$ cat src/rtl/dot_stream_acc_if.sv
// Stream bundle for dot_stream_acc: operand-beat input channel plus result output channel.
// The master modport is the traffic source/sink (bench or upstream logic); slave is the accumulator.
interface dot_stream_acc_if #(
  parameter int DATA_W = 32,
  parameter int ACC_W  = 32,
  parameter int CNT_W  = 16
);
  logic [DATA_W-1:0] a1;
  logic [DATA_W-1:0] b1;
  logic [DATA_W-1:0] a2;
  logic [DATA_W-1:0] b2;
  logic              in_valid;
  logic              in_last;
  logic              in_ready;
  logic [ACC_W-1:0]  out_data;
  logic [CNT_W-1:0]  out_count;
  logic              out_valid;
  logic              out_ready;

  modport master (
    output a1, b1, a2, b2, in_valid, in_last, out_ready,
    input  in_ready, out_data, out_count, out_valid
  );

  modport slave (
    input  a1, b1, a2, b2, in_valid, in_last, out_ready,
    output in_ready, out_data, out_count, out_valid
  );
endinterface

$ cat src/rtl/dot_stream_acc.sv
// Streaming dot-product accumulator: per beat a1*b1 + a2*b2 through a 3-stage pipeline, summed per frame.
// Optional macro DOT_SAT_EN makes the accumulator add saturate instead of wrapping.
module dot_stream_acc #(
  parameter int DATA_W = 32,
  parameter int ACC_W  = 32,
  parameter int CNT_W  = 16
) (
  input  logic             clk,
  input  logic             rst_n,
  dot_stream_acc_if.slave  bus
);

  typedef enum logic [1:0] {
    ACCUM = 2'd0,
    DRAIN = 2'd1,
    HOLD  = 2'd2
  } state_t;

  state_t            state_q;
  logic              in_ready_q;
  logic              accept;

  logic [DATA_W-1:0] op_a [2];
  logic [DATA_W-1:0] op_b [2];
  logic [ACC_W-1:0]  prod_d [2];
  logic [ACC_W-1:0]  prod_q [2];

  logic              s1_valid_q;
  logic              s1_last_q;
  logic              s2_valid_q;
  logic              s2_last_q;
  logic [ACC_W-1:0]  sum_q;
  logic [ACC_W-1:0]  acc_q;
  logic [ACC_W-1:0]  acc_d;
  logic [CNT_W-1:0]  cnt_q;

  logic [ACC_W-1:0]  out_data_q;
  logic [CNT_W-1:0]  out_count_q;
  logic              out_valid_q;

  assign accept        = bus.in_valid & in_ready_q;
  assign bus.in_ready  = in_ready_q;
  assign bus.out_data  = out_data_q;
  assign bus.out_count = out_count_q;
  assign bus.out_valid = out_valid_q;

  assign op_a[0] = bus.a1;
  assign op_b[0] = bus.b1;
  assign op_a[1] = bus.a2;
  assign op_b[1] = bus.b2;

  // Operands are widened/truncated to ACC_W first; the product is then exact modulo 2^ACC_W.
  generate
    for (genvar gi = 0; gi < 2; gi++) begin : g_mul
      assign prod_d[gi] = ACC_W'(op_a[gi]) * ACC_W'(op_b[gi]);

      always_ff @(posedge clk or negedge rst_n) begin
        if (!rst_n) begin
          prod_q[gi] <= '0;
        end else if (accept) begin
          prod_q[gi] <= prod_d[gi];
        end
      end
    end
  endgenerate

`ifdef DOT_SAT_EN
  logic [ACC_W:0] acc_wide;

  always_comb begin
    acc_wide = {1'b0, acc_q} + {1'b0, sum_q};
    acc_d    = acc_wide[ACC_W] ? {ACC_W{1'b1}} : acc_wide[ACC_W-1:0];
  end
`else
  always_comb begin
    acc_d = acc_q + sum_q;
  end
`endif

  // Beats are counted at accept, so by the time the last beat reaches stage 3 the count already includes it.
  always_ff @(posedge clk or negedge rst_n) begin
    if (!rst_n) begin
      state_q     <= ACCUM;
      in_ready_q  <= 1'b1;
      s1_valid_q  <= 1'b0;
      s1_last_q   <= 1'b0;
      s2_valid_q  <= 1'b0;
      s2_last_q   <= 1'b0;
      sum_q       <= '0;
      acc_q       <= '0;
      cnt_q       <= '0;
      out_data_q  <= '0;
      out_count_q <= '0;
      out_valid_q <= 1'b0;
    end else begin
      s1_valid_q <= accept;
      s1_last_q  <= accept & bus.in_last;
      s2_valid_q <= s1_valid_q;
      s2_last_q  <= s1_last_q;
      if (s1_valid_q) begin
        sum_q <= prod_q[0] + prod_q[1];
      end
      if (accept) begin
        cnt_q <= cnt_q + 1'b1;
      end

      case (state_q)
        ACCUM: begin
          if (s2_valid_q) begin
            acc_q <= acc_d;
          end
          if (accept && bus.in_last) begin
            state_q    <= DRAIN;
            in_ready_q <= 1'b0;
          end
        end
        DRAIN: begin
          if (s2_valid_q) begin
            acc_q <= acc_d;
            if (s2_last_q) begin
              out_data_q  <= acc_d;
              out_count_q <= cnt_q;
              out_valid_q <= 1'b1;
              state_q     <= HOLD;
            end
          end
        end
        HOLD: begin
          if (bus.out_ready) begin
            out_valid_q <= 1'b0;
            acc_q       <= '0;
            cnt_q       <= '0;
            state_q     <= ACCUM;
            in_ready_q  <= 1'b1;
          end
        end
        default: begin
          state_q    <= ACCUM;
          in_ready_q <= 1'b1;
        end
      endcase
    end
  end

endmodule

$ cat src/flat_wrapper.sv
// flat-port wrapper written by rule: the top's interface ports become plain ports
module dot_stream_acc_flat 
#(
  parameter int DATA_W = 32,
  parameter int ACC_W  = 32,
  parameter int CNT_W  = 16
)
  (clk, rst_n, bus_a1, bus_b1, bus_a2, bus_b2, bus_in_valid, bus_in_last, bus_out_ready, bus_in_ready, bus_out_data, bus_out_count, bus_out_valid);
  dot_stream_acc_if #(.DATA_W(DATA_W), .ACC_W(ACC_W), .CNT_W(CNT_W)) bus_i ();
  input  logic clk;
  input  logic rst_n;
  input wire logic [$bits(bus_i.a1)-1:0] bus_a1;
  input wire logic [$bits(bus_i.b1)-1:0] bus_b1;
  input wire logic [$bits(bus_i.a2)-1:0] bus_a2;
  input wire logic [$bits(bus_i.b2)-1:0] bus_b2;
  input wire logic [$bits(bus_i.in_valid)-1:0] bus_in_valid;
  input wire logic [$bits(bus_i.in_last)-1:0] bus_in_last;
  input wire logic [$bits(bus_i.out_ready)-1:0] bus_out_ready;
  output wire logic [$bits(bus_i.in_ready)-1:0] bus_in_ready;
  output wire logic [$bits(bus_i.out_data)-1:0] bus_out_data;
  output wire logic [$bits(bus_i.out_count)-1:0] bus_out_count;
  output wire logic [$bits(bus_i.out_valid)-1:0] bus_out_valid;
  assign bus_i.a1 = bus_a1;
  assign bus_i.b1 = bus_b1;
  assign bus_i.a2 = bus_a2;
  assign bus_i.b2 = bus_b2;
  assign bus_i.in_valid = bus_in_valid;
  assign bus_i.in_last = bus_in_last;
  assign bus_i.out_ready = bus_out_ready;
  assign bus_in_ready = bus_i.in_ready;
  assign bus_out_data = bus_i.out_data;
  assign bus_out_count = bus_i.out_count;
  assign bus_out_valid = bus_i.out_valid;
  dot_stream_acc #(.DATA_W(DATA_W), .ACC_W(ACC_W), .CNT_W(CNT_W)) u_core (.clk(clk), .rst_n(rst_n), .bus(bus_i));
endmodule
$ cat config.mk
export PLATFORM = sky130hd
export DESIGN_NAME = dot_stream_acc_flat
export DESIGN_NICKNAME = d
export VERILOG_FILES = /design/src/rtl/dot_stream_acc_if.sv /design/src/rtl/dot_stream_acc.sv /design/src/flat_wrapper.sv
export SDC_FILE = /design/constraint.sdc
export NUM_CORES = 2
export LEC_CHECK = 0
export CORE_ASPECT_RATIO = 0.6
export CORE_UTILIZATION = 55
export DETAILED_ROUTE_END_ITERATION = 10
export PLACE_DENSITY = 0.73
export SLEW_MARGIN = 5
export SYNTH_ARGS = -nofsm -noshare
export SYNTH_HDL_FRONTEND = slang
export SYNTH_SLANG_ARGS = --single-unit
$ cat constraint.sdc
create_clock -name clk -period 8.1 [get_ports clk]
set_clock_uncertainty 0.2 [all_clocks]
set_input_delay 0.81 -clock clk [delete_from_list [all_inputs] [get_ports clk]]
set_output_delay 0.81 -clock clk [all_outputs]
set_load 0.05 [all_outputs]
Word level (Yosys, flattened, before mapping)
Cells that the tools add are included.
{ "op_classes": {"add_sub_neg": 3, "mul": 2, "eq_ne": 7, "muxes": 18, "bitwise": 3, "reduce_logical": 10} }
{ "op_table": {"columns": ["cell", "count"], "rows": [
  ["adder 32 bit", 2],
  ["multiplier 32 x 32 -> 32 bit", 2],
  ["2-to-1 mux 32 bit", 2],
  ["case mux 32 bit (2 select lines)", 1],
  ["2-to-1 mux 16 bit", 3],
  ["adder 16 x 1 -> 16 bit, second input constant", 1],
  ["AND reduction 3 bit", 3],
  ["2-to-1 mux 2 bit", 4],
  ["!= test 2 x 1 -> 1 bit, second input constant", 4],
  ["AND reduction 4 bit", 2],
  ["case mux 2 bit (3 select lines)", 1],
  ["2-to-1 mux 1 bit", 5],
  ["nonzero test 2 bit", 2],
  ["case mux 1 bit (3 select lines)", 1],
  ["AND 1 bit", 2],
  ["== test 2 x 1 -> 1 bit, second input constant", 1],
  ["== test 2 bit, second input constant", 1],
  ["zero test 2 bit", 1],
  ["!= test 2 bit, second input constant", 1],
  ["case mux 1 bit (2 select lines)", 1],
  ["OR reduction 2 bit", 1],
  ["logical AND 1 bit", 1],
  ["inverter 1 bit", 1]
]} }
{ "totals": {"register_bits": 200, "inputBits": 133, "out_inout_bits": 50, "elab_cells": 57} }

Longest topological paths before layout
{ "depth": {"ltp_word": 4, "mapped_depth": 30, "depth_no_buf": 28} }

Worst setup path before layout
Ideal clock, no wire load.
{ "synth_timing": {"path_kind": "input to register", "startpoint": "input bus_b1[2]", "endpoint": "register u_core.prod_q[63] in the netlist's numbering", "setup_ns": 0.133, "arrival_ns": 7.528, "required_time_ns": 7.767, "slack_ns": 0.239, "path_stages": 27, "path_buffers": 2, "path_cell_list": "clkbuf_1 clkbuf_1 nand2_1 fa_1 fa_1 fa_1 fa_1 inv_1 fa_1 fa_1 inv_1 fa_1 fa_1 inv_1 ha_1 a21o_1 a21o_1 a21oi_1 nor2b_1 o211a_1 a211o_1 a21oi_1 o21bai_1 a21oi_1 a21oi_1 xnor2_1 o21ai_0"} }
{ "synth_between": {"elab_chain_len": 1} }
{ "synth_rtl": {"columns": ["element", "line", "source"], "rows": [
  ["start: declaration", "flat_wrapper.sv:13", "input wire logic [$bits(bus_i.b1)-1:0] bus_b1;"],
  ["multiplier 32 x 32 -> 32 bit", "dot_stream_acc.sv:55", "assign prod_d[gi] = ACC_W'(op_a[gi]) * ACC_W'(op_b[gi]);"],
  ["end signal: indexed assignment", "dot_stream_acc.sv:61", "prod_q[gi] <= prod_d[gi];"],
  ["end: declaration", "dot_stream_acc.sv:26", "logic [ACC_W-1:0] prod_q [2];"]
]} }
Every way passes these cells.
A chain may end at the register's enable or synchronous reset.

Worst setup path after layout
{ "layout_timing": {"startpoint": "input bus_a2[6]", "endpoint": "register u_core.prod_q[30] in the netlist's numbering"} }
{ "layout_between": {"elab_chain_len": 1} }
{ "layout_rtl": {"columns": ["element", "line", "source"], "rows": [
  ["start: declaration", "flat_wrapper.sv:14", "input wire logic [$bits(bus_i.a2)-1:0] bus_a2;"],
  ["multiplier 32 x 32 -> 32 bit", "dot_stream_acc.sv:55", null]
]} }
Every way passes these cells.

==> summary.txt <==
Floorplanning
  • Die Y: 214 um
  • Core Area: 74100 um2
  • Die span in x: 356 um
  • # IOs: 183
  • Starting density of the core: 55.9%
  • Die ar.: 76400 um2
  • Cell row count: 77

Clocking
  • H-tree Lvls: 4
  • Num CTS Buffers: 17
  • CTS tree: done
  • CTS clock-pin slew for the worst setup and hold paths: 0.08 ns
  • Clk_lat worst skew: 0.45 ns
  • # clock sinks: 200
  • Longest Clk Path Bufs: 2
  • CTS root buf: clkbuf_16

Worst setup path
  • Critical Path RT: 8.20 ns
  • CP endpoint kind: flop
  • R2r worst-path depth: 8
  • Crit path DAT: 7.99 ns
  • CP max FO: 11
  • Most frequent CP cell: fa_1
  • Critical Path Max Stage Delay: 0.54 ns
  • CP max stage cell: fa_1
  • Setup crit start kind: primary input
  • Kind of critical path: primary input to flop

GRT
  • Largest net degree at the start of global routing: around 130
  • Overflow after GRT: 0
  • GRT Overall Usage: between 30 and 40%
  • Initial antenna violation count: 4
  • First-pass GRT wire length: 198000 um
  • Number of global-route vias before repair: 32600

Routing
  • Final wirelength: 128000 um
  • Drt via density: 5.43
  • Routed wire per std cell: 21.7 um
  • Drt first pass iters: 10
  • DR vias: about 32000
  • Drt drc: 6
  • Initial DRC Count: 3389
  • Antenna viol nets, final: 0

Logic synthesis
  • Share of the synthesized area in the top cell type: 39.6%
  • Cell Area, Synth: 41400 um2
  • Yosys warning count: 0
  • Average footprint of a synthesized cell: 9.25 um2
  • Synth cell types: 70
  • Seq cells post-synth: 200
  • Post-synth EDFFs: 0
  • Syn Nets: about 5700
  • Primary FF master, synth: dfrtp_1
  • Ys async rst share: between 90% and 100%
  • Largest area contributor in the netlist: fa_1
  • Sequential share of the synthesized area: 12.1%
  • Cells after Synth: about 4500
  • Synth top area cells: fa_1 40%, dfrtp_1 12%, ha_1 9.3%

Placement
  • Hpwl dp: ~110000 um
  • Input/output buffers: 182
  • GPL Wtd Cong: 1.00

STA
  • Slew @ Worst Pin: between 1 and 1.5 ns
  • Minimum clock period: between 7 and 8 ns
  • Worst slew margin relative to its limit: approximately 22%
  • Final Hold Fails: 0
  • Fin Setup TNS: 0 ns
  • FMAX: 127 MHz
  • Final Max Tran Viols: 0
  • Part of the cycle the worst path needs: 97.4%
  • Final Setup Violations: 0

Worst hold path
  • WHS Path Cells: 0
  • HP Class: flop to flop

Job
  • MaxCap Viol Count: 0

Run status
  • Failing checks: design-rule violations
  • Outcome: complete, but fails checks

Layout
  • Layout cells sized above 1: 11.4%
  • NumNets Final: 6138
  • Fill cell count: 6049
  • Syn-to-layout area delta: 16.2%
==> through the flow <==
stage | util, % | worst slack, ns | cell area (um2) | hold WS (ns) | std cells
after floorplan | - | 0.239 | 41400 | 0.131 | 4473
after global placement | 63.5 | -0.374 | 47100 | 0.133 | 5832
after detailed placement | 63.5 | -0.423 | 47100 | 0.136 | 5832
after CTS | 64.4 | 0.0437 | 47700 | 0.176 | 5864
after global routing | 64.9 | -0.0220 | 48100 | 0.174 | 5878
final | 64.9 | 0.213 | 48100 | 0.167 | 5880
==> cell usage in the layout (no fill, tap or decap), drive strengths merged, types with 6 or more instances in the layout <==
cell,instances
fa,818
inv,815
nand2,639
and2,587
buf,413
ha,309
dfrtp,199
xnor2,159
o21ai,158
clkdlybuf4s50,143
a21oi,94
xor2,80
nor2,76
a21o,49
mux2,44
nand3,40
dlymetal6s2s,38
clkbuf,21
o21bai,16
a211oi,16
o21a,15
nand2b,14
nor2b,14
o31ai,12
nor3,11
nand4,8
and3,7
a211o,7
a31oi,7
and4,6
==> flip-flops by register name, summed over array words and instances (netlist names), 2 cells and up <==
register              flops
u_core.acc_q             32
u_core.state_q            2
u_core.sum_q             32
u_core.cnt_q             16
u_core.bus.out_data      32
u_core.prod_q            64
u_core.bus.out_count     16
==> per-layer routing <==
layer | up-vias | share of wire, % | global-route usage, %
met5 | - | 0.0086 | 0
met4 | 2 | 0.62 | 3.03
met3 | 70 | 16 | 14.5
met2 | 1598 | 35 | 40.4
met1 | 16000 | 49 | 58.4
li1 | 14300 | - | -
==> cell type report <==
| class | instances | area, um2 | share of cell area [%] |
|---|---|---|---|
| antenna | 2 | 5.00 | 0.0104 |
| clock buffer | 19 | 443 | 0.921 |
| clock inverter | 13 | 185 | 0.385 |
| inverter | 811 | 3040 | 6.33 |
| multi-input combinational | 3252 | 32700 | 68.0 |
| sequential | 200 | 5010 | 10.4 |
| tap | 987 | 1230 | 2.57 |
| timing repair buffer | 596 | 5490 | 11.4 |
==> critical path: cells and delay by family <==
family,cells,cell delay (ns)
adder cells (fa/ha/maj),9,3.63
AND/OR/NAND/NOR,5,1.31
AO/OA/AOI/OAI,6,1.11
buffers and inverters,7,0.93
XOR/XNOR,1,0.17
==> synth_stat cells (3+ instances only) <==
library cell,number
or2_2,3
clkbuf_1,208
mux2i_1,4
and2_1,587
o21ai_1,9
a21oi_2,3
inv_1,810
a211o_1,7
or4_1,3
xor2_1,80
a31oi_1,7
nor2_1,75
o21a_1,15
nand2b_1,14
and4_1,6
and3_1,7
o31a_1,4
a311o_1,3
o22ai_1,3
o31ai_1,10
a31o_2,4
fa_1,818
o21bai_1,16
a211oi_1,14
xnor2_1,159
nand4_1,8
nand3_1,40
a21o_1,49
or3_1,4
ha_1,309
a21boi_0,5
dfrtp_1,199
nor4_1,4
mux2_2,44
a21oi_1,91
o211ai_1,3
nor2b_1,13
o21ai_0,149
nor3_1,11
nand2_1,639
==> kinds of logic (layout without fill, tap and decap cells) <==
logic type	Yosys count	after routing	synth area share (%)
compound gates	416	416	6.26
xor+xnor	239	239	5.06
fa+ha+maj	1127	1127	48.9
buf+inv	1021	1439	9.26
flops	200	200	12.1
mux	48	48	1.29
other cells	0	2	0
simple gates	1422	1422	17.1
==> path summary, 6_finish.rpt <==
| check | start | endpoint | slack, ns |
|---|---|---|---|
| max in group asynchronous | rst_n | u_core.prod_q[12] | 5.89 |
| worst max register to register | u_core.bus.in_ready | u_core.cnt_q[15] | 4.31 |
| min in group asynchronous | rst_n | u_core.cnt_q[12] | 0.31 |
| worst max-delay path | bus_a2[6] | u_core.prod_q[30] | 0.21 |
| worst min-delay path | u_core.s1_last_q | u_core.s2_last_q | 0.17 |
| worst min register to register | u_core.s1_last_q | u_core.s2_last_q | 0.17 |
==> what timing repair did <==
| action | CTS | global route |
|---|---|---|
| hold buffers | 0 | 0 |
| resized for setup | 0 | 99 |
| endpoints found under the hold margin | 0 | 0 |
| buffers inserted | 0 | 11 |
| setup endpoints to repair | 0 | 9 |
Power is not shown: default switching activity piles up to over one toggle a cycle in this logic, so the estimate is an artifact.
